==> src/rtl/motion_search_engine.sv <==
// motion_search_engine: full-search SAD block matcher with partial-SAD pruning and early exit
// Ports: clock/reset_n (sync, active-low); start+threshold begin a search; addr_r/r_data and
// addr_s/s_data drive 1-cycle-latency reference and window memories; busy/done handshake;
// best_sad, motion_x, motion_y hold the best candidate until the next accepted start.
module motion_search_engine #(
  parameter int BLK = 16,
  parameter int RANGE = 8,
  parameter int PW = 8,
  parameter int ACCW = 16,
  localparam int SW = BLK + 2 * RANGE,
  localparam int VW = $clog2(RANGE) + 1,
  localparam int LB = $clog2(BLK),
  localparam int RAW = 2 * LB,
  localparam int SAW = $clog2(SW * SW)
) (
  input  logic            clock,
  input  logic            reset_n,
  input  logic            start,
  input  logic [ACCW-1:0] threshold,
  output logic [RAW-1:0]  addr_r,
  input  logic [PW-1:0]   r_data,
  output logic [SAW-1:0]  addr_s,
  input  logic [PW-1:0]   s_data,
  output logic            busy,
  output logic            done,
  output logic [ACCW-1:0] best_sad,
  output logic [VW-1:0]   motion_x,
  output logic [VW-1:0]   motion_y
);
  typedef enum logic [2:0] {IDLE, SCAN, DRAIN, CMP, DONE} state_t;
  state_t state_q, state_d;
  logic [RAW-1:0] p_q, p_d;
  logic [VW-1:0] cx_q, cx_d, cy_q, cy_d, mx_q, mx_d, my_q, my_d;
  logic [SAW-1:0] as_q, as_d, rs, cs;
  logic [ACCW-1:0] acc_q, acc_d, best_q, best_d, thr_q, thr_d, acc_add, nbest;
  logic busy_q, busy_d, done_q, done_d, hit_q, hit_d, pr_q, pr_d;
  logic [PW:0] diff;
  logic [PW-1:0] mag;
  logic [ACCW:0] sum;
  logic upd, nhit, last_c, last_x, last_p, prune;
  always_comb begin
    diff = {1'b0, r_data} - {1'b0, s_data};
    mag = diff[PW] ? PW'(-diff) : diff[PW-1:0];
    sum = {1'b0, acc_q} + (ACCW+1)'(mag);
    acc_add = sum[ACCW] ? '1 : sum[ACCW-1:0];
    // acc_q holds at least one pixel once p_q reaches 2 (read latency of one cycle)
    prune = hit_q && p_q >= RAW'(2) && acc_q >= best_q;
    upd = !pr_q && (!hit_q || acc_q < best_q);
    nbest = upd ? acc_q : best_q;
    nhit = hit_q || upd;
    last_x = cx_q == VW'(2 * RANGE - 1);
    last_c = last_x && cy_q == VW'(2 * RANGE - 1);
    last_p = p_q == RAW'(BLK * BLK - 1);
    state_d = state_q;
    p_d = p_q;
    cx_d = cx_q;
    cy_d = cy_q;
    mx_d = mx_q;
    my_d = my_q;
    acc_d = acc_q;
    best_d = best_q;
    thr_d = thr_q;
    busy_d = busy_q;
    done_d = 1'b0;
    hit_d = hit_q;
    pr_d = pr_q;
    case (state_q)
      IDLE: if (start) begin
        state_d = SCAN;
        busy_d = 1'b1;
        thr_d = threshold;
        best_d = '1;
        hit_d = 1'b0;
        cx_d = '0;
        cy_d = '0;
        p_d = '0;
        acc_d = '0;
        pr_d = 1'b0;
      end
      SCAN: if (prune) begin
        state_d = CMP;
        pr_d = 1'b1;
      end else begin
        acc_d = p_q == '0 ? acc_q : acc_add;
        state_d = last_p ? DRAIN : SCAN;
        p_d = last_p ? p_q : p_q + RAW'(1);
      end
      DRAIN: begin
        acc_d = acc_add;
        state_d = CMP;
      end
      CMP: begin
        best_d = nbest;
        hit_d = nhit;
        mx_d = upd ? cx_q - VW'(RANGE) : mx_q;
        my_d = upd ? cy_q - VW'(RANGE) : my_q;
        if (last_c || (nhit && nbest <= thr_q)) begin
          state_d = DONE;
          done_d = 1'b1;
          busy_d = 1'b0;
        end else begin
          state_d = SCAN;
          cx_d = last_x ? '0 : cx_q + VW'(1);
          cy_d = last_x ? cy_q + VW'(1) : cy_q;
          p_d = '0;
          acc_d = '0;
          pr_d = 1'b0;
        end
      end
      DONE: state_d = IDLE;
      default: state_d = IDLE;
    endcase
    rs = SAW'(p_d[RAW-1:LB]) + SAW'(cy_d);
    cs = SAW'(p_d[LB-1:0]) + SAW'(cx_d);
    as_d = rs * SAW'(SW) + cs;
  end
  always_ff @(posedge clock) begin
    if (!reset_n) begin
      state_q <= IDLE;
      p_q <= '0;
      cx_q <= '0;
      cy_q <= '0;
      mx_q <= '0;
      my_q <= '0;
      as_q <= '0;
      acc_q <= '0;
      best_q <= '1;
      thr_q <= '0;
      busy_q <= 1'b0;
      done_q <= 1'b0;
      hit_q <= 1'b0;
      pr_q <= 1'b0;
    end else begin
      state_q <= state_d;
      p_q <= p_d;
      cx_q <= cx_d;
      cy_q <= cy_d;
      mx_q <= mx_d;
      my_q <= my_d;
      as_q <= as_d;
      acc_q <= acc_d;
      best_q <= best_d;
      thr_q <= thr_d;
      busy_q <= busy_d;
      done_q <= done_d;
      hit_q <= hit_d;
      pr_q <= pr_d;
    end
  end
  assign addr_r = p_q;
  assign addr_s = as_q;
  assign busy = busy_q;
  assign done = done_q;
  assign best_sad = best_q;
  assign motion_x = mx_q;
  assign motion_y = my_q;
endmodule

==> config.mk <==
export PLATFORM = sky130hd
export DESIGN_NAME = motion_search_engine
export DESIGN_NICKNAME = d
export VERILOG_FILES = /design/src/rtl/motion_search_engine.sv
export SDC_FILE = /design/constraint.sdc
export NUM_CORES = 1
export LEC_CHECK = 0
export CORE_ASPECT_RATIO = 0.8
export CORE_MARGIN = 4
export CORE_UTILIZATION = 51
export CTS_CLUSTER_DIAMETER = 150
export DETAILED_ROUTE_END_ITERATION = 10
export PLACE_DENSITY = 0.78
export RECOVER_POWER = 50
export SYNTH_ARGS = -nofsm -noshare
export SYNTH_HDL_FRONTEND = slang
export SYNTH_SLANG_ARGS = --single-unit
==> constraint.sdc <==
create_clock -name clock -period 4.7 [get_ports clock]
set_input_delay 1.175 -clock clock [delete_from_list [all_inputs] [get_ports clock]]
set_output_delay 1.175 -clock clock [all_outputs]
set_load 0.02 [all_outputs]
==> impl_metrics.json <==
{
  "outcome": "finished, violations left",
  "violations": "setup timing",
  "ys_seq_elements": 89,
  "cp-end-kind": "register",
  "cts.path.max_buffers": 2,
  "setup_violations": 13,
  "finalSetupTns_ns": -3.870,
  "drt_iter0_markers": 835,
  "synthCells": 748,
  "first_global_vias": 6458,
  "clkSinkCount": 89,
  "antenna_cells": 0,
  "p_total_w": 0.002188,
  "intPower_w": 0.001550,
  "die_x_um": 128.5,
  "clk_latency_ns": 0.35,
  "gr-total-overflow": 0,
  "synth_ff_type": "dfxtp_1",
  "min_period_ns": 5.253,
  "maxCapViolCount": 0,
  "placed_cell_area_sq_um": 7651,
  "final_area_sq_um": 8927,
  "p_seq_frac": 0.354,
  "critical_path_class": "register to register",
  "vias": 6794,
  "yosysSeqAreaShare": 0.3007,
  "swShare": 0.2916,
  "required_ns": 4.91,
  "rrSetupSlack_ns": -0.55,
  "setup_slack_ns": -0.5525,
  "relSlewSlack": 0.4615,
  "tightestPinTransition_ns": 0.8048,
  "die_area_sq_um": 13420,
  "power.density_nw_per_um2": 245.1,
  "cellLeakagePower_nw": 3.803,
  "grtUsageTotal": 0.2865,
  "cp_max_fo": 7,
  "rsz0062_at_grt": "yes",
  "pwr-share-comb": 0.270,
  "die_h_um": 104.4,
  "ios": 79,
  "port-buffer-count": 78,
  "cts_root_buffer": "clkbuf_16",
  "vias_per_cell": 6.205,
  "grt_max_degree": 53,
  "final_hold_viol_count": 0,
  "numCtsBuffers": 9,
  "drt-pass1-iter-count": 6,
  "finalCritPeriodShare": 1.118,
  "timing.hold.ws_ns": 0.4620,
  "switchingPower_w": 0.0006381,
  "async_flop_share": 0,
  "synth_cell_types": 68,
  "nets": 1047,
  "htreeDepth": 3,
  "synth_edf_count": 0,
  "path_clk_slew_ns": 0.07,
  "netlist_area_sq_um": 5926,
  "antenna_left": 0,
  "drive_gt1_frac": 0.3028,
  "cp-start-kind": "register",
  "critPathArrivalTime_ns": 5.46,
  "core_area_sq_um": 11100,
  "synth_area_per_cell_sq_um": 7.922,
  "grt_pass1_wl_um": 31410,
  "wl_per_cell_um": 19.68,
  "yosys_warnings": 0,
  "fin_skew_ns": 0.01229,
  "drv_slew": 0,
  "pwr-share-clk": 0.376,
  "routed_wirelength_um": 21550,
  "peakVddDrop_mv": 0.1727,
  "place.gp.congestion": 0.9256,
  "drc_errors": 0,
  "cts_tree": "built",
  "syn_nets": 849,
  "dp_hpwl_um": 13090,
  "fmax_ghz": 0.1904,
  "num_rows": 34,
  "hold_class": "register to register",
  "synthToLayoutAreaGrowth_pct": 50.65,
  "antenna_found_initial": 0,
  "start_util": 0.5337
}
-- critical path: stages (launching register included) --
cell and delay (ns):
dfxtp_4 0.35, inv_2 0.07, ha_4 0.27, nand4_1 0.13, or4_1 0.55, a21o_1 0.20
nand3_2 0.13, a21oi_4 0.10, buf_12 0.15, buf_8 0.12, nand2_2 0.04, o21ai_1 0.06
ha_1 0.31, nand4_1 0.14, buf_4 0.18, buf_4 0.14, nor3_1 0.22, nand2_1 0.18
nand3_1 0.17, a21oi_2 0.11, o21ai_0 0.27, a21oi_1 0.17, ha_4 0.21, fa_2 0.40
a21o_1 0.22, a21oi_2 0.15, nor2_1 0.06
-- path summary, 6_finish.rpt --
| kind | startpoint | cells after the start | endpoint |
|---|---|---|---|
| hold reg to reg | thr_q[11]$_SDFFE_PN0P_ | 2 | thr_q[11]$_SDFFE_PN0P_ |
| hold / removal | thr_q[11]$_SDFFE_PN0P_ | 2 | thr_q[11]$_SDFFE_PN0P_ |
| setup / recovery | best_sad[5]$_SDFFE_PN1P_ | 26 | addr_s[9]$_SDFF_PN0_ |
| setup reg to reg | best_sad[5]$_SDFFE_PN1P_ | 26 | addr_s[9]$_SDFF_PN0_ |
-- flip-flops by register name, indices dropped and copies added, names as in the netlist, 4 cells and up --
name and cells:
best_sad 16, thr_q 16, cy_q 4, cx_q 4, addr_s 10, motion_x 4
motion_y 4, acc_q 16, addr_r 8
-- area by class of cell --
type / instances / area, sq um
inverter: 71 / 276.5
timing repair buffer: 218 / 1932
tap: 144 / 180.2
clock buffer: 10 / 250.2
multi-input combinational: 557 / 4389
sequential: 89 / 1812
clock inverter: 6 / 87.58
fill: 603 / 2176
-- layer usage --
metal | vias up | wire, um | GRT usage
li1 | 3071 | - | -
met1 | 3182 | 8686 | 0.3791
met2 | 441 | 9945 | 0.4591
met3 | 100 | 1947 | 0.05236
met4 | 0 | 971 | 0.1154
met5 | - | 0 | 0
-- Yosys cell counts (3+ instances only) --
master	instances	area, sq um
o21ai_1	17	85.08
a311oi_1	4	35.03
a21o_1	11	82.58
and2_1	9	56.30
xor2_1	5	43.79
nor3b_1	3	22.52
ha_1	62	775.7
nand2b_1	5	31.28
xnor2_1	12	105.1
and3_1	7	43.79
nand4_1	8	50.05
or3_1	6	37.54
o21bai_1	3	22.52
nand3_1	25	125.1
o22ai_1	6	37.54
a211oi_1	9	67.56
fa_1	4	80.08
clkbuf_1	23	86.33
nor3_1	17	85.08
a31oi_1	11	68.82
nor2b_1	12	75.07
o21ai_0	36	180.2
a21oi_1	64	320.3
dfxtp_1	89	1782
mux2i_1	7	70.07
inv_1	70	262.8
o211ai_1	9	67.56
nand2_1	88	330.3
nor2_1	48	180.2
o22a_1	18	157.7
or4_1	4	30.03
o31ai_1	7	52.55
buf_2	7	35.03
-- metrics by stage --
stage / utilization / cells / worst slack (ns)
after global routing: 0.8040 / 1095 / -0.7283
final: 0.8040 / 1095 / -0.5525
after floorplan: - / 748 / -0.002914
after detailed placement: 0.6891 / 1041 / -1.005
after CTS: 0.7717 / 1080 / -0.3415
after global placement: 0.6891 / 1041 / -0.8077
-- kinds of logic (layout without fill, tap and decap cells) --
family,Yosys count,count (layout),share of synthesized area
adder cells (fa/ha/maj),66,66,0.1444
buffers and inverters,103,305,0.06925
AND/OR/NAND/NOR,243,244,0.1989
multiplexers,8,8,0.01372
AO/OA/AOI/OAI,222,222,0.2479
XOR/XNOR,17,17,0.02513
flip-flops,89,89,0.3007
-- placed cells by master, fill, tap and decap left out, drive strengths merged, types with 9 or more instances in the layout --
cell type | netlist | final
buf | 9 | 141
dfxtp | 89 | 89
nand2 | 88 | 88
inv | 70 | 71
a21oi | 65 | 65
ha | 62 | 62
o21ai | 53 | 53
nor2 | 48 | 48
dlygate4sd3 | 0 | 37
clkdlybuf4s50 | 0 | 35
nand3 | 26 | 26
o22a | 18 | 18
nor3 | 17 | 18
a31oi | 13 | 13
nor2b | 12 | 12
xnor2 | 12 | 12
a21o | 11 | 11
clkbuf | 23 | 11
a211oi | 10 | 10
o211ai | 9 | 9
nand4 | 9 | 9
and2 | 9 | 9
-- timing repair --
action,CTS,global route
pin swaps,59,64
setup buffers,22,19
setup endpoints to repair,26,27
hold buffers,0,0
resized for setup,90,72
endpoints found under the hold margin,0,0
gates cloned,2,0
-- power groups by stage --
stage / combinational (W) / sequential, W / clock [W]
after global placement: 0.000427 / 0.000790 / 0
after global routing: 0.000628 / 0.000776 / 0.000852
final: 0.000591 / 0.000775 / 0.000822
after detailed placement: 0.000445 / 0.000791 / 0
after floorplan: 0.000259 / 0.000792 / 0
after CTS: 0.000503 / 0.000774 / 0.000815
(Power assumes the default switching activity.)
